`src/rtl/corelet_seq_if.sv`:
```
// Handshake bundle between the WS instruction sequencer and its requester/corelet.
interface corelet_seq_if;
    logic        start;
    logic        ofifo_valid;
    logic [34:0] inst;
    logic        busy;
    logic        done;

    modport master (output start, output ofifo_valid, input inst, input busy, input done);
    modport slave  (input start, input ofifo_valid, output inst, output busy, output done);
endinterface

```
`src/rtl/corelet_seq.sv`:
```
// Weight-stationary instruction sequencer: walks every kij through weight fetch,
// kernel load, activation fetch, execute and OFIFO drain. Optional CORELET_SEQ_PERF_EN adds perf counters.
module corelet_seq #(
    parameter int ROW     = 8,
    parameter int COL     = 8,
    parameter int LEN_KIJ = 9,
    parameter int LEN_NIJ = 36,
    parameter int W_BASE  = 1024
) (
    input  logic        clk,
    input  logic        reset,
`ifdef CORELET_SEQ_PERF_EN
    output logic [31:0] perf_cycles,
    output logic [15:0] perf_stalls,
`endif
    corelet_seq_if.slave bus
);

    typedef enum logic [2:0] {
        S_IDLE, S_W_FETCH, S_K_LOAD, S_A_FETCH, S_EXEC, S_DRAIN, S_NEXT, S_DONE
    } state_t;

    localparam int K_END   = ROW + COL - 1;
    localparam int CNT_MAX = (COL > K_END) ? ((COL > LEN_NIJ) ? COL : LEN_NIJ)
                                           : ((K_END > LEN_NIJ) ? K_END : LEN_NIJ);
    localparam int CW = $clog2(CNT_MAX + 1);
    localparam int PW = $clog2(LEN_NIJ + 1);
    localparam int KW = (LEN_KIJ > 1) ? $clog2(LEN_KIJ) : 1;

    localparam logic [CW-1:0] C_W_LAST = CW'(COL);
    localparam logic [CW-1:0] C_K_LAST = CW'(K_END);
    localparam logic [CW-1:0] C_A_LAST = CW'(LEN_NIJ);
    localparam logic [CW-1:0] C_E_LAST = CW'(LEN_NIJ - 1);
    localparam logic [PW-1:0] P_LAST   = PW'(LEN_NIJ);
    localparam logic [KW-1:0] K_LAST   = KW'(LEN_KIJ - 1);

    // Both memories disabled (active-low CEN/WEN high), everything else off.
    localparam logic [34:0] INST_IDLE = 35'h1_800C_0000;

    state_t        state;
    logic [CW-1:0] cnt;
    logic [CW-1:0] nc;
    logic [KW-1:0] kij;
    logic [PW-1:0] p;

    function automatic logic [34:0] mk_inst(input logic ex, input logic kl, input logic l0w,
                                            input logic l0r, input logic ofr, input logic xcen,
                                            input logic [10:0] xa, input logic pcen,
                                            input logic [10:0] pa);
        logic [34:0] f;
        f        = INST_IDLE;
        f[0]     = kl;
        f[1]     = ex;
        f[2]     = l0w;
        f[3]     = l0r;
        f[6]     = ofr;
        f[17:7]  = xa;
        f[19]    = xcen;
        f[30:20] = pa;
        f[31]    = pcen;
        f[32]    = pcen;
        return f;
    endfunction

    function automatic logic [34:0] x_inst(input logic [10:0] xa, input logic xcen, input logic l0w);
        return mk_inst(1'b0, 1'b0, l0w, 1'b0, 1'b0, xcen, xa, 1'b1, 11'd0);
    endfunction

    function automatic logic [34:0] a_inst(input logic ex, input logic kl, input logic l0r);
        return mk_inst(ex, kl, 1'b0, l0r, 1'b0, 1'b1, 11'd0, 1'b1, 11'd0);
    endfunction

    function automatic logic [34:0] d_inst(input logic wr, input logic [10:0] pa);
        return wr ? mk_inst(1'b0, 1'b0, 1'b0, 1'b0, 1'b1, 1'b1, 11'd0, 1'b0, pa) : INST_IDLE;
    endfunction

    always_comb nc = cnt + CW'(1);

    // NOTE: the instruction for the next cycle is computed from the current state and
    // registered here with non-blocking assignments, so every output is a flop.
    always_ff @(posedge clk) begin
        if (reset) begin
            state    <= S_IDLE;
            cnt      <= '0;
            kij      <= '0;
            p        <= '0;
            bus.inst <= INST_IDLE;
            bus.busy <= 1'b0;
            bus.done <= 1'b0;
        end else begin
            bus.done <= 1'b0;
            unique case (state)
                S_IDLE: begin
                    bus.inst <= INST_IDLE;
                    if (bus.start) begin
                        state    <= S_W_FETCH;
                        cnt      <= '0;
                        kij      <= '0;
                        bus.busy <= 1'b1;
                        bus.inst <= x_inst(11'(W_BASE), 1'b0, 1'b0);
                    end
                end
                S_W_FETCH: begin
                    if (cnt == C_W_LAST) begin
                        state    <= S_K_LOAD;
                        cnt      <= '0;
                        bus.inst <= a_inst(1'b0, 1'b1, 1'b1);
                    end else begin
                        cnt      <= nc;
                        bus.inst <= x_inst(11'(W_BASE + int'(kij) * COL + int'(nc)),
                                           nc == C_W_LAST, 1'b1);
                    end
                end
                S_K_LOAD: begin
                    if (cnt == C_K_LAST) begin
                        state    <= S_A_FETCH;
                        cnt      <= '0;
                        bus.inst <= x_inst(11'd0, 1'b0, 1'b0);
                    end else begin
                        cnt      <= nc;
                        bus.inst <= a_inst(1'b0, nc < C_W_LAST, nc < C_W_LAST);
                    end
                end
                S_A_FETCH: begin
                    if (cnt == C_A_LAST) begin
                        state    <= S_EXEC;
                        cnt      <= '0;
                        bus.inst <= a_inst(1'b1, 1'b0, 1'b1);
                    end else begin
                        cnt      <= nc;
                        bus.inst <= x_inst(11'(nc), nc == C_A_LAST, 1'b1);
                    end
                end
                S_EXEC: begin
                    if (cnt == C_E_LAST) begin
                        state    <= S_DRAIN;
                        cnt      <= '0;
                        p        <= PW'(bus.ofifo_valid);
                        bus.inst <= d_inst(bus.ofifo_valid, 11'(int'(kij) * LEN_NIJ));
                    end else begin
                        cnt      <= nc;
                        bus.inst <= a_inst(1'b1, 1'b0, 1'b1);
                    end
                end
                S_DRAIN: begin
                    if (p == P_LAST) begin
                        state    <= S_NEXT;
                        bus.inst <= INST_IDLE;
                    end else begin
                        // A stalled cycle issues no write and leaves p in place.
                        bus.inst <= d_inst(bus.ofifo_valid, 11'(int'(kij) * LEN_NIJ + int'(p)));
                        if (bus.ofifo_valid) p <= p + PW'(1);
                    end
                end
                S_NEXT: begin
                    if (kij == K_LAST) begin
                        state    <= S_DONE;
                        bus.busy <= 1'b0;
                        bus.done <= 1'b1;
                        bus.inst <= INST_IDLE;
                    end else begin
                        state    <= S_W_FETCH;
                        cnt      <= '0;
                        kij      <= kij + KW'(1);
                        bus.inst <= x_inst(11'(W_BASE + (int'(kij) + 1) * COL), 1'b0, 1'b0);
                    end
                end
                S_DONE: begin
                    state    <= S_IDLE;
                    bus.inst <= INST_IDLE;
                end
                default: begin
                    state    <= S_IDLE;
                    bus.busy <= 1'b0;
                    bus.inst <= INST_IDLE;
                end
            endcase
        end
    end

`ifdef CORELET_SEQ_PERF_EN
    logic stall_next;

    always_comb begin
        stall_next = 1'b0;
        if (!bus.ofifo_valid && ((state == S_EXEC && cnt == C_E_LAST) ||
                                 (state == S_DRAIN && p != P_LAST)))
            stall_next = 1'b1;
    end

    always_ff @(posedge clk) begin
        if (reset || (state == S_IDLE && bus.start)) begin
            perf_cycles <= '0;
            perf_stalls <= '0;
        end else begin
            if (bus.busy && perf_cycles != '1) perf_cycles <= perf_cycles + 32'd1;
            if (stall_next && perf_stalls != '1) perf_stalls <= perf_stalls + 16'd1;
        end
    end
`endif

endmodule

```
`src/flat_wrapper.sv`:
```
// flat-port wrapper written by rule: the top's interface ports become plain ports
module corelet_seq_flat 
#(
    parameter int ROW     = 8,
    parameter int COL     = 8,
    parameter int LEN_KIJ = 9,
    parameter int LEN_NIJ = 36,
    parameter int W_BASE  = 1024
)
  (clk, reset, bus_start, bus_ofifo_valid, bus_inst, bus_busy, bus_done);
  corelet_seq_if bus_i ();
  input  logic clk;
  input  logic reset;
  input wire logic [$bits(bus_i.start)-1:0] bus_start;
  input wire logic [$bits(bus_i.ofifo_valid)-1:0] bus_ofifo_valid;
  output wire logic [$bits(bus_i.inst)-1:0] bus_inst;
  output wire logic [$bits(bus_i.busy)-1:0] bus_busy;
  output wire logic [$bits(bus_i.done)-1:0] bus_done;
  assign bus_i.start = bus_start;
  assign bus_i.ofifo_valid = bus_ofifo_valid;
  assign bus_inst = bus_i.inst;
  assign bus_busy = bus_i.busy;
  assign bus_done = bus_i.done;
  corelet_seq #(.ROW(ROW), .COL(COL), .LEN_KIJ(LEN_KIJ), .LEN_NIJ(LEN_NIJ), .W_BASE(W_BASE)) u_core (.clk(clk), .reset(reset), .bus(bus_i));
endmodule
```
`config.mk`:
```
export PLATFORM = sky130hd
export DESIGN_NAME = corelet_seq_flat
export DESIGN_NICKNAME = d
export VERILOG_FILES = /design/src/rtl/corelet_seq_if.sv /design/src/rtl/corelet_seq.sv /design/src/flat_wrapper.sv
export SDC_FILE = /design/constraint.sdc
export NUM_CORES = 1
export LEC_CHECK = 0
export CORE_MARGIN = 8
export CORE_UTILIZATION = 35
export CTS_CLUSTER_DIAMETER = 30
export DETAILED_ROUTE_END_ITERATION = 7
export SYNTH_ARGS = -nofsm -noshare
export SYNTH_HDL_FRONTEND = slang
export SYNTH_SLANG_ARGS = --single-unit
export TNS_END_PERCENT = 1
```
`constraint.sdc`:
```
create_clock -name clk -period 3.3 [get_ports clk]
set_input_delay 0.33 -clock clk [delete_from_list [all_inputs] [get_ports clk]]
set_output_delay 0.33 -clock clk [all_outputs]
set_load 0.02 [all_outputs]
```
; Yosys cells after proc, flatten, opt, wreduce, memory -nomap -nowiden
; Index checks and enable logic that the tools add are counted.
[op_classes]
n_lt_le_gt_ge = 1
reduce_logical = 10
add_sub_neg = 8
bitwise_logic = 1
n_eq_ne = 25
n_mul = 1
div_mod_pow = 0
n_mux = 36
shift = 0
[op_table]
columns = cell, n
row1 = case mux 35 bit (8 select lines), 1
row2 = 2-to-1 mux 20 bit, 5
row3 = 2-to-1 mux 35 bit, 2
row4 = 2-to-1 mux 33 bit, 2
row5 = 2-to-1 mux 6 bit, 9
row6 = case mux 6 bit (6 select lines), 1
row7 = equality test 6 bit (second input constant), 4
row8 = case mux 3 bit (8 select lines), 1
row9 = adder 11 x 7 -> 11 bit, 2
row10 = 2-to-1 mux 3 bit, 7
row11 = equality test 6 x 4 -> 1 bit (second input constant), 3
row12 = adder 6 x 1 -> 6 bit (second input constant), 2
row13 = equality test 3 bit (second input constant), 4
row14 = != test 2 x 1 -> 1 bit (second input constant), 6
row15 = case mux 6 bit (2 select lines), 1
row16 = adder 11 bit (first input constant), 1
row17 = adder 11 x 7 -> 11 bit (first input constant), 1
row18 = AND reduction 3 bit, 3
row19 = multiplier 4 x 4 -> 8 bit (second input constant), 1
row20 = 2-to-1 mux 4 bit, 2
row21 = != test 2 bit (second input constant), 4
row22 = case mux 4 bit (2 select lines), 1
row23 = equality test 3 x 2 -> 1 bit (second input constant), 2
row24 = less-than comparator 6 x 4 -> 1 bit (second input constant), 1
row25 = 13 further kinds, 16
[word_totals]
mem_bits_rw = 0
latch_bits = 0
memories = 0
rom_bits = 0
out_inout_bits = 37
regBits = 56
in_bits = 4
word_cells = 89

; Depth between registers and ports, before layout
[logic_depth]
ltp_word = 5
mapped_depth = 10
ltp_nobuf = 10

; Worst setup path before layout
; OpenSTA, ideal clock, no wires.
[synth_timing]
path_type = reg2reg
from = reg u_core.cnt[2]
to = reg u_core.bus.inst[12]
setup_slack_ps = 1126
period_less_slack_ps = 2174
path_buffers = 1
stages_incl_launch_ff = 9
t_arrival_ps = 2050
t_required_ps = 3176
setup_time_ps = 124
path_cell_list = dfxtp_1 -> buf_2 -> nand3_1 -> xnor2_1 -> ha_1 -> fa_1 -> xor2_1 -> a222oi_1 -> nor2_1
[synth_between]
elab_chain_len = 4
elab_cells_between_ends = 9
cone_classes = add/sub (2) / eq/ne (3) / mux (4)
[synth_rtl]
columns = item, line_no
row1 = "start, declared", corelet_seq.sv:41  ; logic [CW-1:0] cnt;
row2 = "start signal, assigned", corelet_seq.sv:109  ; cnt <= nc;
row3 = "start signal, assigned", corelet_seq.sv:120  ; cnt <= nc;
row4 = "start signal, assigned", corelet_seq.sv:130  ; cnt <= nc;
row5 = adder 6 x 1 -> 6 bit, corelet_seq.sv:77  ; always_comb nc = cnt + CW'(1);
row6 = adder 11 x 7 -> 11 bit, corelet_seq.sv:110  ; bus.inst <= x_inst(11'(W_BASE + int'(kij) * COL + int'(nc)),
row7 = 2-to-1 mux 20 bit, corelet_seq.sv:104  ; if (cnt == C_W_LAST) begin
row8 = case mux 35 bit (8 select lines) *, corelet_seq.sv:92  ; unique case (state)
row9 = "end signal, assigned", corelet_seq.sv:100  ; bus.inst <= x_inst(11'(W_BASE), 1'b0, 1'b0);
row10 = "end signal, assigned", corelet_seq.sv:107  ; bus.inst <= a_inst(1'b0, 1'b1, 1'b1);
row11 = "end signal, assigned", corelet_seq.sv:110
row12 = "end, declared", corelet_seq_if.sv:10  ; modport slave (input start, input ofifo_valid, output inst, output busy, output done);
; Mark *: on every way between the ends. The rest lies on a longest branch, timed or not.
; A chain may end at the register's enable or synchronous reset.

; Final worst setup path
; Ends and elaborated chain as after synthesis.

==> results.txt <==
* Register bit total from synthesis: 48
- Final Setup Violations: 0
* Fraction of final layout cells sized beyond drive strength 1: 5.87%
- After synthesis, flip-flops and latches occupy 35.1% of the total area.
- R2r setup slk: 0.88 ns
* Cells after synthesis: 317
- STA classifies the critical path startpoint as a flip-flop.
* Number of antenna violations at the first check in global routing: 0
* Clock tree skew after final layout: 0.0117 ns
- After clock tree synthesis, the clock-pin slew on the worst setup and hold paths is 0.09 ns.
- Synth top area share: 35.1%
- Post-Synthesis Cell Area: 2730 µm²
- At the worst endpoint, the required time is 3.49 ns.
- Total chip power: 1.54 mW
- The initial utilization of the core area, before any placement, comes to 35.7%.
- In this run, synthesis inferred 0 flip-flops with an integrated enable.
- IR analysis of the VDD net gives a maximum drop of 0.000223 V.
- Routed Antenna Nets: 0
- CTS built an H-tree with a depth of 2.
- Clock latency on the worst-skew pair, taken at its later pin, is 0.30 ns.
- Entering global routing, the biggest net connects 24 pins.
- The first global-routing pass estimated 10500 µm of wire.
* Family of cells with the greatest summed delay on the critical path: adder cells
- Post-synthesis average cell area: 8.62 µm²
- Synth Warn #: 0
* Gpl congestion: 0.860
* Vias in the first global route: 2192
- Congestion Overflow GR: 0
- Setup repair after global routing left no endpoint under its margin.
- Clock tree from TritonCTS: yes
* Net count reported at finish: 362
- Global routing used 11.5% of the available tracks across all layers.
* Arrival time at the worst endpoint: 2.61 ns
- CTS Sinks: 48
- Count of buffers from port buffering: 33
- Pins over their slew limit: 0
- Across the run, the number of max-cap violations was 0.
- The number of cells on the worst reg-to-reg path is 7.
- Class of the most critical hold timing path: flip-flop to flip-flop
- Final routed DRC violation total: 0
* Classification of the worst setup path: flip-flop to flip-flop
- Number of buffers on the longest clock path: 2
* Buf/Inv on CP: 0
* Die Area: 10900 µm²
* Start point of the worst min-delay path: u_core.p[0]$_SDFFE_PP0P_
- Across all layers, the routed design uses 2237 vias.
- Delay of the slowest critical-path stage: 0.65 ns
- Drt via density: 5.05
- Upper clock frequency limit: 413 MHz
- In the synthesized netlist, the cells that appear most often are dfxtp_1 (48), nor2_1 (40), nand2_1 (24).
* Cell with the biggest individual delay on the critical path: dfxtp_1
- Type of element capturing the critical path: flip-flop
- In this run, the number of DRC markers left after iteration 0 of detailed routing was 160.
* Average wire length per cell after detail routing: 13.8 µm
- Ant diodes: 0
- After clock tree synthesis, the repair step resized 0 gates.
* Fraction of the cycle the final worst path needs: 73.3%
- The flow ran to the end, and the final reports show no timing, DRC or antenna violations.
- Dividing total power by cell area gives a power density of 490 nW/µm².
- Summed over all failing endpoints, the final setup total negative slack is 0 ns.
- The tree is rooted in a clkbuf_8.
- The wire-length estimate of the detail-placed layout is 4630 µm.
- FFs w/ async S/R, synth: 0%
- The startpoint identified for the worst register-to-register timing path is u_core.cnt[2]$_SDFFE_PP0P_.
* Largest area contributor in the netlist: dfxtp_1
- Slew @ Worst Pin: 0.744 ns
- Final routed wirelength across all metal layers: 6130 µm
- Cell chain of the critical path: nand3_1, xnor2_1, ha_1, fa_1, xor2_1, a222oi_1, nor2_1
- In this run the vertical extent of the chip is 104 µm.
- Overall die width: 104 µm
- For the finished layout, the period the worst path requires is 2.42 ns.
- Area growth from synthesis to layout: 15.2%
- Worst Hold Margin: 0.505 ns
- Number of cells on the worst hold path: 2
- The number of clock buffers added by TritonCTS is 5.
- The number of hold buffers added after CTS was 0.
- Unique cell type count in the Yosys netlist: 62
- For this run, the leading register cell type out of synthesis is dfxtp_1.
- The pre-antenna-repair detailed-routing pass consisted of 5 iterations.
- Post-CTS repair timing setup buffer count: 0
* Leading cell types by total area after synthesis: dfxtp_1 (35%), ha_1 (7.3%), nor2_1 (5.5%)
- Stages on the worst setup path: 7
- The final hold violation count was 0.
- The total area inside the core boundary comes to 7650 µm².
- The worst hold path terminates at u_core.p[0]$_SDFFE_PP0P_.
* Max_slew headroom: 49.7%
* Leak: 1.20 nW
* Ports placed on the boundary: 41
- Yosys instantiated no cell more often than dfxtp_1.
- Reg-to-Reg End: u_core.bus.inst[12]$_SDFF_PP0_
* Std cell rows: 32
* Worst-path maximum fanout: 16
==> per-layer routing <==
layer / vias up / GRT usage [%] / part of all wire, %
met4: 0 / 3.31 / 1.4
met3: 8 / 3.22 / 5.4
met2: 47 / 18.3 / 45
met1: 1033 / 14.6 / 48
li1: 1149 / - / -
met5: - / 0 / 0
==> sequential cells by signal (all words and copies together) (netlist names) <==
register,flops
u_core.bus.busy,1
u_core.bus.done,1
u_core.bus.inst,27
u_core.cnt,6
u_core.kij,4
u_core.p,6
u_core.state,3
==> where the power goes <==
group          total [mW]  internal [mW]  switching, mW
Sequential          0.667          0.618         0.0491
Combinational       0.431          0.165          0.266
Clock               0.446          0.248          0.199
==> final cells by class <==
class / instances / area [µm²]
Fill cell: 785 / 4500
Multi-Input combinational cell: 235 / 1540
Sequential cell: 48 / 961
Timing Repair Buffer: 35 / 345
Tap cell: 102 / 128
Clock buffer: 6 / 82.6
Inverter: 15 / 56.3
Clock inverter: 2 / 38.8
==> worst register-to-register path, delay by kind of cell, from the launching register on <==
kind                     cells  cell delay (ns)
flip-flops                   1             0.65
AO/OA/AOI/OAI                1             0.33
AND/OR/NAND/NOR              2             0.23
XOR/XNOR                     2             0.39
adder cells (fa/ha/maj)      2             0.72
==> per-stage QoR <==
step | std cells | setup slack (ns) | instance area [µm²] | utilization, %
after detailed placement | 435 | 0.882 | 3030 | 39.6
after global routing | 443 | 0.644 | 3150 | 41.2
after global placement | 435 | 0.933 | 3030 | 39.6
final | 443 | 0.881 | 3150 | 41.2
after CTS | 443 | 0.873 | 3150 | 41.2
after floorplan | 322 | 1.13 | 2750 | -
==> logic make-up after synthesis <==
group,count (synthesis),share of synthesized area [%]
mux,1,0.366
buf+inv,39,9.29
flops,48,35.1
simple gates,127,23.7
fa+ha+maj,18,8.79
xor+xnor,14,4.49
other cells,2,0.275
compound gates,68,17.9
==> how the worst max path moves through the flow <==
stage / from / endpoint / slack, ns
after floorplan: u_core.cnt[2]$_SDFFE_PP0P_ / u_core.bus.inst[12]$_SDFF_PP0_ / 1.13
after global placement: u_core.cnt[2]$_SDFFE_PP0P_ / u_core.bus.inst[12]$_SDFF_PP0_ / 0.93
after detailed placement: u_core.cnt[2]$_SDFFE_PP0P_ / u_core.bus.inst[12]$_SDFF_PP0_ / 0.88
after CTS: u_core.cnt[2]$_SDFFE_PP0P_ / u_core.bus.inst[12]$_SDFF_PP0_ / 0.87
after global routing: u_core.cnt[2]$_SDFFE_PP0P_ / u_core.bus.inst[12]$_SDFF_PP0_ / 0.64
final: u_core.cnt[2]$_SDFFE_PP0P_ / u_core.bus.inst[12]$_SDFF_PP0_ / 0.88
==> cells in the final DEF (no fill, tap or decap), types with 3 or more instances in the layout <==
master and count:
nand4_1 7, nand3_1 9, inv_1 15, a21oi_1 18, xor2_1 9, nand2_1 24, a22o_1 3, ha_1 16
a22oi_1 5, o21ai_0 10, nor3_1 5, clkbuf_8 6, o211ai_1 4, nand2b_1 3, or3_1 4, nor3b_1 3
clkdlybuf4s50_1 33, nor4_1 4, and2_1 5, dfxtp_1 48, nor2b_1 6, xnor2_1 5, nor2_1 40, and3_1 5
conb_1 7, o21ai_1 3
Power figures use the tool's default switching activity.
